**src/rtl/apb_arb_pkg.sv**
```systemverilog
// -----------------------------------------------------------------------------
// apb_arb_pkg
// Shared definitions for the two-requester APB master arbiter:
//   - apb_state_e : APB master FSM state encoding (IDLE / SETUP / ACCESS)
//   - DEF_ADDR_W, DEF_DATA_W, DEF_TIMEOUT : default parameter values
//   - WAIT_W      : width of the ACCESS wait counter (covers TIMEOUT <= 255)
// -----------------------------------------------------------------------------
package apb_arb_pkg;

  localparam int DEF_ADDR_W  = 32;
  localparam int DEF_DATA_W  = 32;
  localparam int DEF_TIMEOUT = 16;
  localparam int WAIT_W      = 8;

  typedef enum logic [1:0] {
    ST_IDLE   = 2'd0,
    ST_SETUP  = 2'd1,
    ST_ACCESS = 2'd2
  } apb_state_e;

endpackage : apb_arb_pkg

```
**src/rtl/apb_rr_arbiter.sv**
```systemverilog
// -----------------------------------------------------------------------------
// apb_rr_arbiter
// Two-way round-robin arbiter with a one-hot combinational grant.
// A lone requester always wins; on a tie the requester holding priority wins.
// Priority moves to the other requester whenever a grant is accepted.
// Ports:
//   clk       : clock
//   rst_n     : asynchronous active-low reset (requester 0 gets first tie)
//   req_i     : request vector, bit i = requester i
//   advance_i : current grant was accepted this cycle
//   grant_o   : one-hot grant (all zero when nobody requests)
// -----------------------------------------------------------------------------
module apb_rr_arbiter (
  input  logic       clk,
  input  logic       rst_n,
  input  logic [1:0] req_i,
  input  logic       advance_i,
  output logic [1:0] grant_o
);

  // prio_q = 0: requester 0 wins a tie; prio_q = 1: requester 1 wins a tie
  logic prio_q;
  logic prio_d;

  // One-hot grant selection
  always_comb begin
    grant_o = 2'b00;
    case (req_i)
      2'b01:   grant_o = 2'b01;
      2'b10:   grant_o = 2'b10;
      2'b11:   grant_o = prio_q ? 2'b10 : 2'b01;
      default: grant_o = 2'b00;
    endcase
  end

  // Hand priority to the requester that was not just served
  always_comb begin
    prio_d = prio_q;
    if (advance_i && grant_o[0]) begin
      prio_d = 1'b1;
    end else if (advance_i && grant_o[1]) begin
      prio_d = 1'b0;
    end else begin
      prio_d = prio_q;
    end
  end

  // Priority pointer register
  always_ff @(posedge clk or negedge rst_n) begin
    if (!rst_n) begin
      prio_q <= 1'b0;
    end else begin
      prio_q <= prio_d;
    end
  end

endmodule : apb_rr_arbiter

```
**src/rtl/apb_master_arbiter.sv**
```systemverilog
// -----------------------------------------------------------------------------
// apb_master_arbiter
// Arbitrates two simple valid/ready requesters onto a single APB master port.
// Each accepted request becomes one APB transfer (SETUP then ACCESS); the
// completion is reported to the owning requester as a one-cycle rsp_valid
// pulse. A wait counter forces an error completion after TIMEOUT consecutive
// not-ready ACCESS cycles. Back-to-back transfers skip IDLE.
// Ports:
//   PCLK, PRESETn       : clock, asynchronous active-low reset
//   req_valid/req_ready : per-requester handshake (req_ready combinational)
//   req_write/addr/wdata: per-requester transfer fields (slice i = requester i)
//   rsp_valid/rdata/err : registered completion to the owner
//   PSELx..PWDATA       : registered APB master outputs
//   PRDATA/PREADY/PSLVERR: APB completer response
// -----------------------------------------------------------------------------
module apb_master_arbiter
  import apb_arb_pkg::*;
#(
  parameter int ADDR_W  = DEF_ADDR_W,
  parameter int DATA_W  = DEF_DATA_W,
  parameter int TIMEOUT = DEF_TIMEOUT
) (
  input  logic                PCLK,
  input  logic                PRESETn,
  input  logic [1:0]          req_valid,
  output logic [1:0]          req_ready,
  input  logic [1:0]          req_write,
  input  logic [2*ADDR_W-1:0] req_addr,
  input  logic [2*DATA_W-1:0] req_wdata,
  output logic [1:0]          rsp_valid,
  output logic [DATA_W-1:0]   rsp_rdata,
  output logic                rsp_err,
  output logic                PSELx,
  output logic                PENABLE,
  output logic                PWRITE,
  output logic [ADDR_W-1:0]   PADDR,
  output logic [DATA_W-1:0]   PWDATA,
  input  logic [DATA_W-1:0]   PRDATA,
  input  logic                PREADY,
  input  logic                PSLVERR
);

  // Counter value seen during the TIMEOUT-th consecutive wait cycle
  localparam logic [WAIT_W-1:0] TIMEOUT_LAST = WAIT_W'(TIMEOUT - 1);

  apb_state_e          state_q, state_d;
  logic [WAIT_W-1:0]   wait_cnt_q, wait_cnt_d;
  logic                owner_q, owner_d;
  logic                psel_q, psel_d;
  logic                penable_q, penable_d;
  logic                pwrite_q, pwrite_d;
  logic [ADDR_W-1:0]   paddr_q, paddr_d;
  logic [DATA_W-1:0]   pwdata_q, pwdata_d;
  logic [1:0]          rsp_valid_q, rsp_valid_d;
  logic [DATA_W-1:0]   rsp_rdata_q, rsp_rdata_d;
  logic                rsp_err_q, rsp_err_d;

  logic [1:0]          grant_s;
  logic                in_access_s;
  logic                timeout_s;
  logic                complete_s;
  logic                can_accept_s;
  logic                accept_s;
  logic                win_idx_s;
  logic                win_write_s;
  logic [ADDR_W-1:0]   win_addr_s;
  logic [DATA_W-1:0]   win_wdata_s;

  apb_rr_arbiter u_rr (
    .clk       (PCLK),
    .rst_n     (PRESETn),
    .req_i     (req_valid),
    .advance_i (accept_s),
    .grant_o   (grant_s)
  );

  // Handshake: a new request is only taken in IDLE or on the completing ACCESS cycle
  always_comb begin
    in_access_s  = (state_q == ST_ACCESS);
    timeout_s    = in_access_s && !PREADY && (wait_cnt_q == TIMEOUT_LAST);
    complete_s   = in_access_s && (PREADY || timeout_s);
    can_accept_s = (state_q == ST_IDLE) || complete_s;
    req_ready    = can_accept_s ? grant_s : 2'b00;
    accept_s     = |(req_valid & req_ready);
    win_idx_s    = grant_s[1];
    win_write_s  = win_idx_s ? req_write[1] : req_write[0];
    win_addr_s   = win_idx_s ? req_addr[2*ADDR_W-1:ADDR_W] : req_addr[ADDR_W-1:0];
    win_wdata_s  = win_idx_s ? req_wdata[2*DATA_W-1:DATA_W] : req_wdata[DATA_W-1:0];
  end

  // FSM next state and next values of every registered output
  always_comb begin
    state_d     = state_q;
    wait_cnt_d  = wait_cnt_q;
    owner_d     = owner_q;
    pwrite_d    = pwrite_q;
    paddr_d     = paddr_q;
    pwdata_d    = pwdata_q;
    rsp_valid_d = 2'b00;
    rsp_rdata_d = {DATA_W{1'b0}};
    rsp_err_d   = 1'b0;

    case (state_q)
      ST_IDLE: begin
        wait_cnt_d = {WAIT_W{1'b0}};
        if (accept_s) begin
          state_d = ST_SETUP;
        end else begin
          state_d = ST_IDLE;
        end
      end
      ST_SETUP: begin
        wait_cnt_d = {WAIT_W{1'b0}};
        state_d    = ST_ACCESS;
      end
      ST_ACCESS: begin
        if (complete_s) begin
          wait_cnt_d  = {WAIT_W{1'b0}};
          rsp_valid_d = owner_q ? 2'b10 : 2'b01;
          // PREADY low here means the timeout forced completion
          rsp_err_d   = PREADY ? PSLVERR : 1'b1;
          if (PREADY && !pwrite_q) begin
            rsp_rdata_d = PRDATA;
          end else begin
            rsp_rdata_d = {DATA_W{1'b0}};
          end
          if (accept_s) begin
            state_d = ST_SETUP;
          end else begin
            state_d = ST_IDLE;
          end
        end else begin
          wait_cnt_d = wait_cnt_q + {{(WAIT_W-1){1'b0}}, 1'b1};
          state_d    = ST_ACCESS;
        end
      end
      default: begin
        state_d    = ST_IDLE;
        wait_cnt_d = {WAIT_W{1'b0}};
      end
    endcase

    // Latch the winner's fields; otherwise they hold (including in IDLE)
    if (accept_s) begin
      owner_d  = win_idx_s;
      pwrite_d = win_write_s;
      paddr_d  = win_addr_s;
      pwdata_d = win_wdata_s;
    end else begin
      owner_d  = owner_q;
    end

    psel_d    = (state_d != ST_IDLE);
    penable_d = (state_d == ST_ACCESS);
  end

  // State and output registers; reset aborts any transfer in flight
  always_ff @(posedge PCLK or negedge PRESETn) begin
    if (!PRESETn) begin
      state_q     <= ST_IDLE;
      wait_cnt_q  <= {WAIT_W{1'b0}};
      owner_q     <= 1'b0;
      psel_q      <= 1'b0;
      penable_q   <= 1'b0;
      pwrite_q    <= 1'b0;
      paddr_q     <= {ADDR_W{1'b0}};
      pwdata_q    <= {DATA_W{1'b0}};
      rsp_valid_q <= 2'b00;
      rsp_rdata_q <= {DATA_W{1'b0}};
      rsp_err_q   <= 1'b0;
    end else begin
      state_q     <= state_d;
      wait_cnt_q  <= wait_cnt_d;
      owner_q     <= owner_d;
      psel_q      <= psel_d;
      penable_q   <= penable_d;
      pwrite_q    <= pwrite_d;
      paddr_q     <= paddr_d;
      pwdata_q    <= pwdata_d;
      rsp_valid_q <= rsp_valid_d;
      rsp_rdata_q <= rsp_rdata_d;
      rsp_err_q   <= rsp_err_d;
    end
  end

  assign PSELx     = psel_q;
  assign PENABLE   = penable_q;
  assign PWRITE    = pwrite_q;
  assign PADDR     = paddr_q;
  assign PWDATA    = pwdata_q;
  assign rsp_valid = rsp_valid_q;
  assign rsp_rdata = rsp_rdata_q;
  assign rsp_err   = rsp_err_q;

endmodule : apb_master_arbiter

```
**config.mk**
```make
export PLATFORM = sky130hd
export DESIGN_NAME = apb_master_arbiter
export DESIGN_NICKNAME = d
export VERILOG_FILES = /design/src/rtl/apb_arb_pkg.sv /design/src/rtl/apb_rr_arbiter.sv /design/src/rtl/apb_master_arbiter.sv
export SDC_FILE = /design/constraint.sdc
export NUM_CORES = 1
export LEC_CHECK = 0
export CAP_MARGIN = 10
export CORE_MARGIN = 8
export CORE_UTILIZATION = 39
export CTS_CLUSTER_SIZE = 12
export DETAILED_ROUTE_END_ITERATION = 8
export GPL_TIMING_DRIVEN = 0
export PLACE_DENSITY = 0.89
export SLEW_MARGIN = 20
export SYNTH_ARGS = -nofsm -noshare
export SYNTH_HDL_FRONTEND = slang
export SYNTH_HIERARCHICAL = 1
export SYNTH_SLANG_ARGS = --single-unit
```
**constraint.sdc**
```tcl
create_clock -name PCLK -period 2.25 [get_ports PCLK]
set_input_delay 0.45 -clock PCLK [delete_from_list [all_inputs] [get_ports PCLK]]
set_output_delay 0.45 -clock PCLK [all_outputs]
set_load 0.05 [all_outputs]
```
======== Yosys cells after proc, flatten, opt, wreduce, memory -nomap -nowiden ========
Index checks and enable logic that the tools add are counted.
storage, ports and cells
  bits in registers ....................... 114
  output and inout bits ................... 104
  logic and storage cells ................. 57
cells by class
  add/subtract/negate cells ............... 1
  equality and inequality tests ........... 7
  multiplexer cells ....................... 22
  bitwise operators ....................... 1
  reductions and logical operators ........ 14
operators by type and width
  cell                   number
  $mux W32               5
  $mux W8                2
  $mux W2                6
  $pmux W2 S3            2
  $add A8 B1 Y8 const B  1
  $eq A2 B2 Y1 const B   4
  $eq A8 B4 Y1 const B   1
  $mux W1                7
  $logic_and A1 B1 Y1    6
  $eq A2 B1 Y1 const B   2
  $reduce_bool A2 Y1     2
  $and A2 B2 Y2          1
  $logic_not A1 Y1       2
  $logic_not A2 Y1       1
  $logic_or A1 B1 Y1     2
  $reduce_or A2 Y1       1

======== Longest topological paths before layout ========
  word-level depth ........................ 13
  mapped depth ............................ 11
  depth with buffers taken out ............ 7

======== Modules after synthesis ========
Netlist, hierarchy kept.
by module, submodules not included
  module              times used  cells each  area an instance (µm²)
  apb_master_arbiter  1           422         4820.9
  apb_rr_arbiter      1           6           55.1

======== Least setup slack after synthesis ========
OpenSTA, ideal clock, no wires.
  kind .................................... input port to output port
  start ................................... input port req_valid[1]
  end ..................................... output port req_ready[1]
  arrival time ............................ 2.151 ns
  data required time ...................... 1.800 ns
  path slack .............................. -0.351 ns
  stages on the path ...................... 6
  path buffers ............................ 3
  cell sequence ........................... a21boi_1 > buf_2 > buf_2 > buf_1 > inv_1 > nor2_1
on the way
  longest elaborated chain between the ends .. 3
  elaborated cells on any way between the ends .. 5
  classes of those cells .................. eq/ne (3); mux (2)
ends and longest elaborated chain
  element                                              RTL line                  source
  from (decl)                                          apb_master_arbiter.sv:25  input logic [1:0] req_valid,
  $eq A2 B2 Y1 / $eq A2 B1 Y1 (equally long branches)  apb_rr_arbiter.sv:28      case (req_i)
  $pmux W2 S3 *                                        apb_rr_arbiter.sv:28
  $mux W2 *                                            apb_master_arbiter.sv:83  req_ready = can_accept_s ? grant_s : 2'b00;
  to (decl)                                            apb_master_arbiter.sv:26  output logic [1:0] req_ready,
Every way passes the cells marked *; elsewhere a longest branch is shown, timed or not.

======== Worst setup path in the final report ========
  start ................................... register wait_cnt_q[1]
  end ..................................... output port req_ready[0]
on the way
  longest elaborated chain between the ends .. 6
ends and longest elaborated chain
  element                 RTL line                   source
  from (decl)             apb_master_arbiter.sv:47   logic [WAIT_W-1:0] wait_cnt_q, wait_cnt_d;
  from (signal assigned)  apb_master_arbiter.sv:161  wait_cnt_q <= {WAIT_W{1'b0}};
  from (signal assigned)  apb_master_arbiter.sv:173  wait_cnt_q <= wait_cnt_d;
  $eq A8 B4 Y1            apb_master_arbiter.sv:80   timeout_s = in_access_s && !PREADY && (wait_cnt_q == TIMEOUT_LAST);
  $logic_and A1 B1 Y1     apb_master_arbiter.sv:80
  $logic_or A1 B1 Y1      apb_master_arbiter.sv:81   complete_s = in_access_s && (PREADY || timeout_s);
  $logic_and A1 B1 Y1     apb_master_arbiter.sv:81
  $logic_or A1 B1 Y1      apb_master_arbiter.sv:82   can_accept_s = (state_q == ST_IDLE) || complete_s;
  $mux W2                 apb_master_arbiter.sv:83
No other way between the ends.

==> results.sh <==
export IMPL_grt_pass1_wl_um=28000
export IMPL_slew_headroom=0.461
export IMPL_violations="setup timing"
export IMPL_power_density_nw_per_um2=1360
export IMPL_ir_worst_vdd_v=0.000658
export IMPL_synth_avg_cell_area_um2=11.4
export IMPL_yosysTopAreaCellShare=0.585
export IMPL_pin_count=272
export IMPL_overflow=0
export IMPL_cts_max_level=4
export IMPL_die_y_um=128
export IMPL_cp_end_kind="output port"
export IMPL_drt_iter0_drc=250
export IMPL_antenna_cells=0
export IMPL_yosysUniqueCellTypes=31
export IMPL_synth_ff_type="dfrtp_1"
export IMPL_yosysTopAreaCell="dfrtp_1"
export IMPL_initial_core_util=0.393
export IMPL_holdWs_ns=0.427
export IMPL_cellLeakagePower_nw=3.75
export IMPL_cp_max_fo=3
export IMPL_rows=41
export IMPL_netlist_instances=428
export IMPL_cts_tree="built"
export IMPL_via_per_inst=5.02
export IMPL_period_share=1.02
export IMPL_min_delay_start="owner_q"
export IMPL_first_global_vias=5186
export IMPL_antenna_left=0
export IMPL_clock_latency_ns=0.41
export IMPL_setup_ws_ns=-0.0357
export IMPL_die_w_um=128
export IMPL_synth_most_common_cell="o21ai_0"
export IMPL_seq_area_frac_synth=0.585
export IMPL_syn_area_um2=4880
export IMPL_ctsRootBufferMaster="clkbuf_16"
export IMPL_grt_start_max_net_pins=70
export IMPL_finalNetCount=893
export IMPL_synth_area_top_cells="dfrtp_1 59%, mux2i_1 14%, o21ai_0 12%, and2_1 4.1%, clkbuf_1 1.5%"
export IMPL_dieArea_um2=16300
export IMPL_route_detailed_drc=0
export IMPL_grt_use_total=0.223
export IMPL_synth_edf_count=0
export IMPL_nFillCells=889
export IMPL_period_needed_ns=2.29
export IMPL_detailed_place_hpwl_um=13800
export IMPL_finalHoldViolations=0
export IMPL_skew_ns=0.00759
export IMPL_clock_fmax_mhz=438
export IMPL_routedWlPerCell_um=19.7
export IMPL_io_buffers=271
export IMPL_core_area_um2=12400
export IMPL_yosysWarnings=6
export IMPL_drive_gt1_frac=0.103
export IMPL_synthTopCellsByCount="116 x o21ai_0, 114 x dfrtp_1, 66 x mux2i_1"
export IMPL_place_gp_congestion=0.925
export IMPL_synth_seq_cells=114
export IMPL_worstReg2RegEnd="PADDR[21]"
export IMPL_cts_made_buffers=17
export IMPL_hold_path_class="flip-flop to flip-flop"
export IMPL_syn_nets=597
export IMPL_finalWirelength_um=17900
export IMPL_area_growth_synth_to_final_pct=77.3
export IMPL_pre_cts_slack_ns=-1.33
export IMPL_worstSetupStartpointType="flip-flop"
export IMPL_detail_route_first_pass_iterations=4
export IMPL_rsz0062_at_grt="true"
export IMPL_r2r_start="wait_cnt_q[1]"
export IMPL_cts_sinks=114
export IMPL_final_setup_viol_count=2
export IMPL_crit_type="flip-flop to output port"
export IMPL_async_reset_ff_frac=1.00
export IMPL_maxCapViolations=0
export IMPL_num_vias=4559
export IMPL_hold_depth=1
export IMPL_ff2ff_setup_slack_ns=0.13
export IMPL_clk_path_buf_depth=2
export IMPL_worst_pin_slew_ns=0.809
export IMPL_antenna_found_initial=0
export IMPL_crit_arrival_ns=1.84
export IMPL_min_to="rsp_valid[0]"
export IMPL_r2r_cells=8
export IMPL_cp_required_ns=1.80
export IMPL_critPathLaunch="wait_cnt_q[1]"
export IMPL_status="finished, violations left"
export IMPL_path_clk_slew_ns=0.05
export IMPL_slew_viol_final=0
-- logic make-up after synthesis --
| group | Yosys count | synth area share |
|---|---|---|
| buf+inv | 43 | 0.0411 |
| xor+xnor | 6 | 0.0108 |
| mux | 66 | 0.135 |
| compound gates | 141 | 0.154 |
| fa+ha+maj | 1 | 0.00257 |
| simple gates | 57 | 0.0706 |
| flops | 114 | 0.585 |
-- layout make-up --
| class | count | area [um2] | area share |
|---|---|---|---|
| Multi-Input combinational cell | 271 | 1850 | 0.214 |
| Sequential cell | 114 | 2850 | 0.330 |
| Timing Repair Buffer | 278 | 2790 | 0.323 |
| Inverter | 9 | 33.8 | 0.00391 |
| Buffer | 33 | 210 | 0.0243 |
| Clock buffer | 19 | 453 | 0.0524 |
| Tap cell | 172 | 215 | 0.0249 |
| Clock inverter | 13 | 231 | 0.0268 |
-- state kept, by name, summed over array words and instances (netlist names), 2 cells and up --
register	flops
PADDR	32
PWDATA	32
rsp_rdata	32
wait_cnt_q	8
rsp_valid	2
state_q	2
-- per-stage QoR --
stage	TNS [ns]	instances	power (W)	util	instance area [um2]
2_1_floorplan	0	428	0.00642	-	4880
3_3_place_gp	-411.20	871	0.00848	0.629	7810
3_5_place_dp	-28.21	872	0.00865	0.632	7840
4_1_cts	-0.103	910	0.0119	0.696	8640
5_1_grt	-0.238	909	0.0123	0.696	8640
6_report	-0.0706	909	0.0118	0.696	8640
-- where the power goes --
part	total [W]	switching, W	internal [W]
logic	0.00561	0.00369	0.00192
clock network	0.00307	0.000934	0.00213
registers	0.00308	0.000355	0.00272
total	0.0118	0.00498	0.00678
-- repair_timing --
action                                 CTS  global route
endpoints found under the hold margin   45             0
pin swaps                                2             0
hold buffers                             1             0
setup buffers                            5             0
resized for setup                       34            11
setup endpoints to repair               35            43
-- placed cells by master (no fill, tap or decap), types with 2 or more instances in the layout --
master	Yosys	routed
clkdlybuf4s50_1	0	267
o21ai_0	116	116
dfrtp_1	114	114
mux2i_1	66	66
and2_1	32	32
clkbuf_16	0	17
clkbuf_1	19	12
nor2_1	13	11
clkbuf_2	5	11
o21ai_1	9	9
inv_1	9	8
buf_4	1	7
o21ai_2	7	7
bufinv_16	0	6
and3_1	4	4
xnor2_1	4	4
a21oi_1	3	3
nand3_1	3	3
buf_6	3	3
clkbuf_8	0	3
buf_2	5	3
clkinv_4	0	3
xor2_1	2	2
buf_8	0	2
buf_12	0	2
clkinv_2	0	2
clkinvlp_4	0	2
-- worst max path at each step --
| stage | end | slack, ns | cells after the start |
|---|---|---|---|
| floorplan | req_ready[0] | 0.08 | 4 |
| global placement | rsp_rdata[29] | -3.39 | 1 |
| detailed placement | req_ready[1] | -1.33 | 8 |
| CTS | req_ready[0] | -0.05 | 6 |
| global route | req_ready[0] | -0.12 | 6 |
| finish | req_ready[0] | -0.04 | 6 |
-- per-layer routing --
metal  routed length [um]  part of all wire  global-route usage  vias up
met2                 9010              0.50               0.394      223
met1                 6690              0.37               0.229     2208
met5                    0                 0                   0        -
met4                  476             0.027               0.100        0
met3                 1710             0.096              0.0886       38
li1                     -                 -                   -     2090
-- worst max-delay path, cell delays in order, from the launching register on --
cell      delay [ns]
dfrtp_1         0.39
ha_2            0.19
and4b_1         0.24
a221oi_4        0.25
clkbuf_8        0.19
nor2_2          0.04
buf_6           0.14
(Power assumes the default switching activity.)
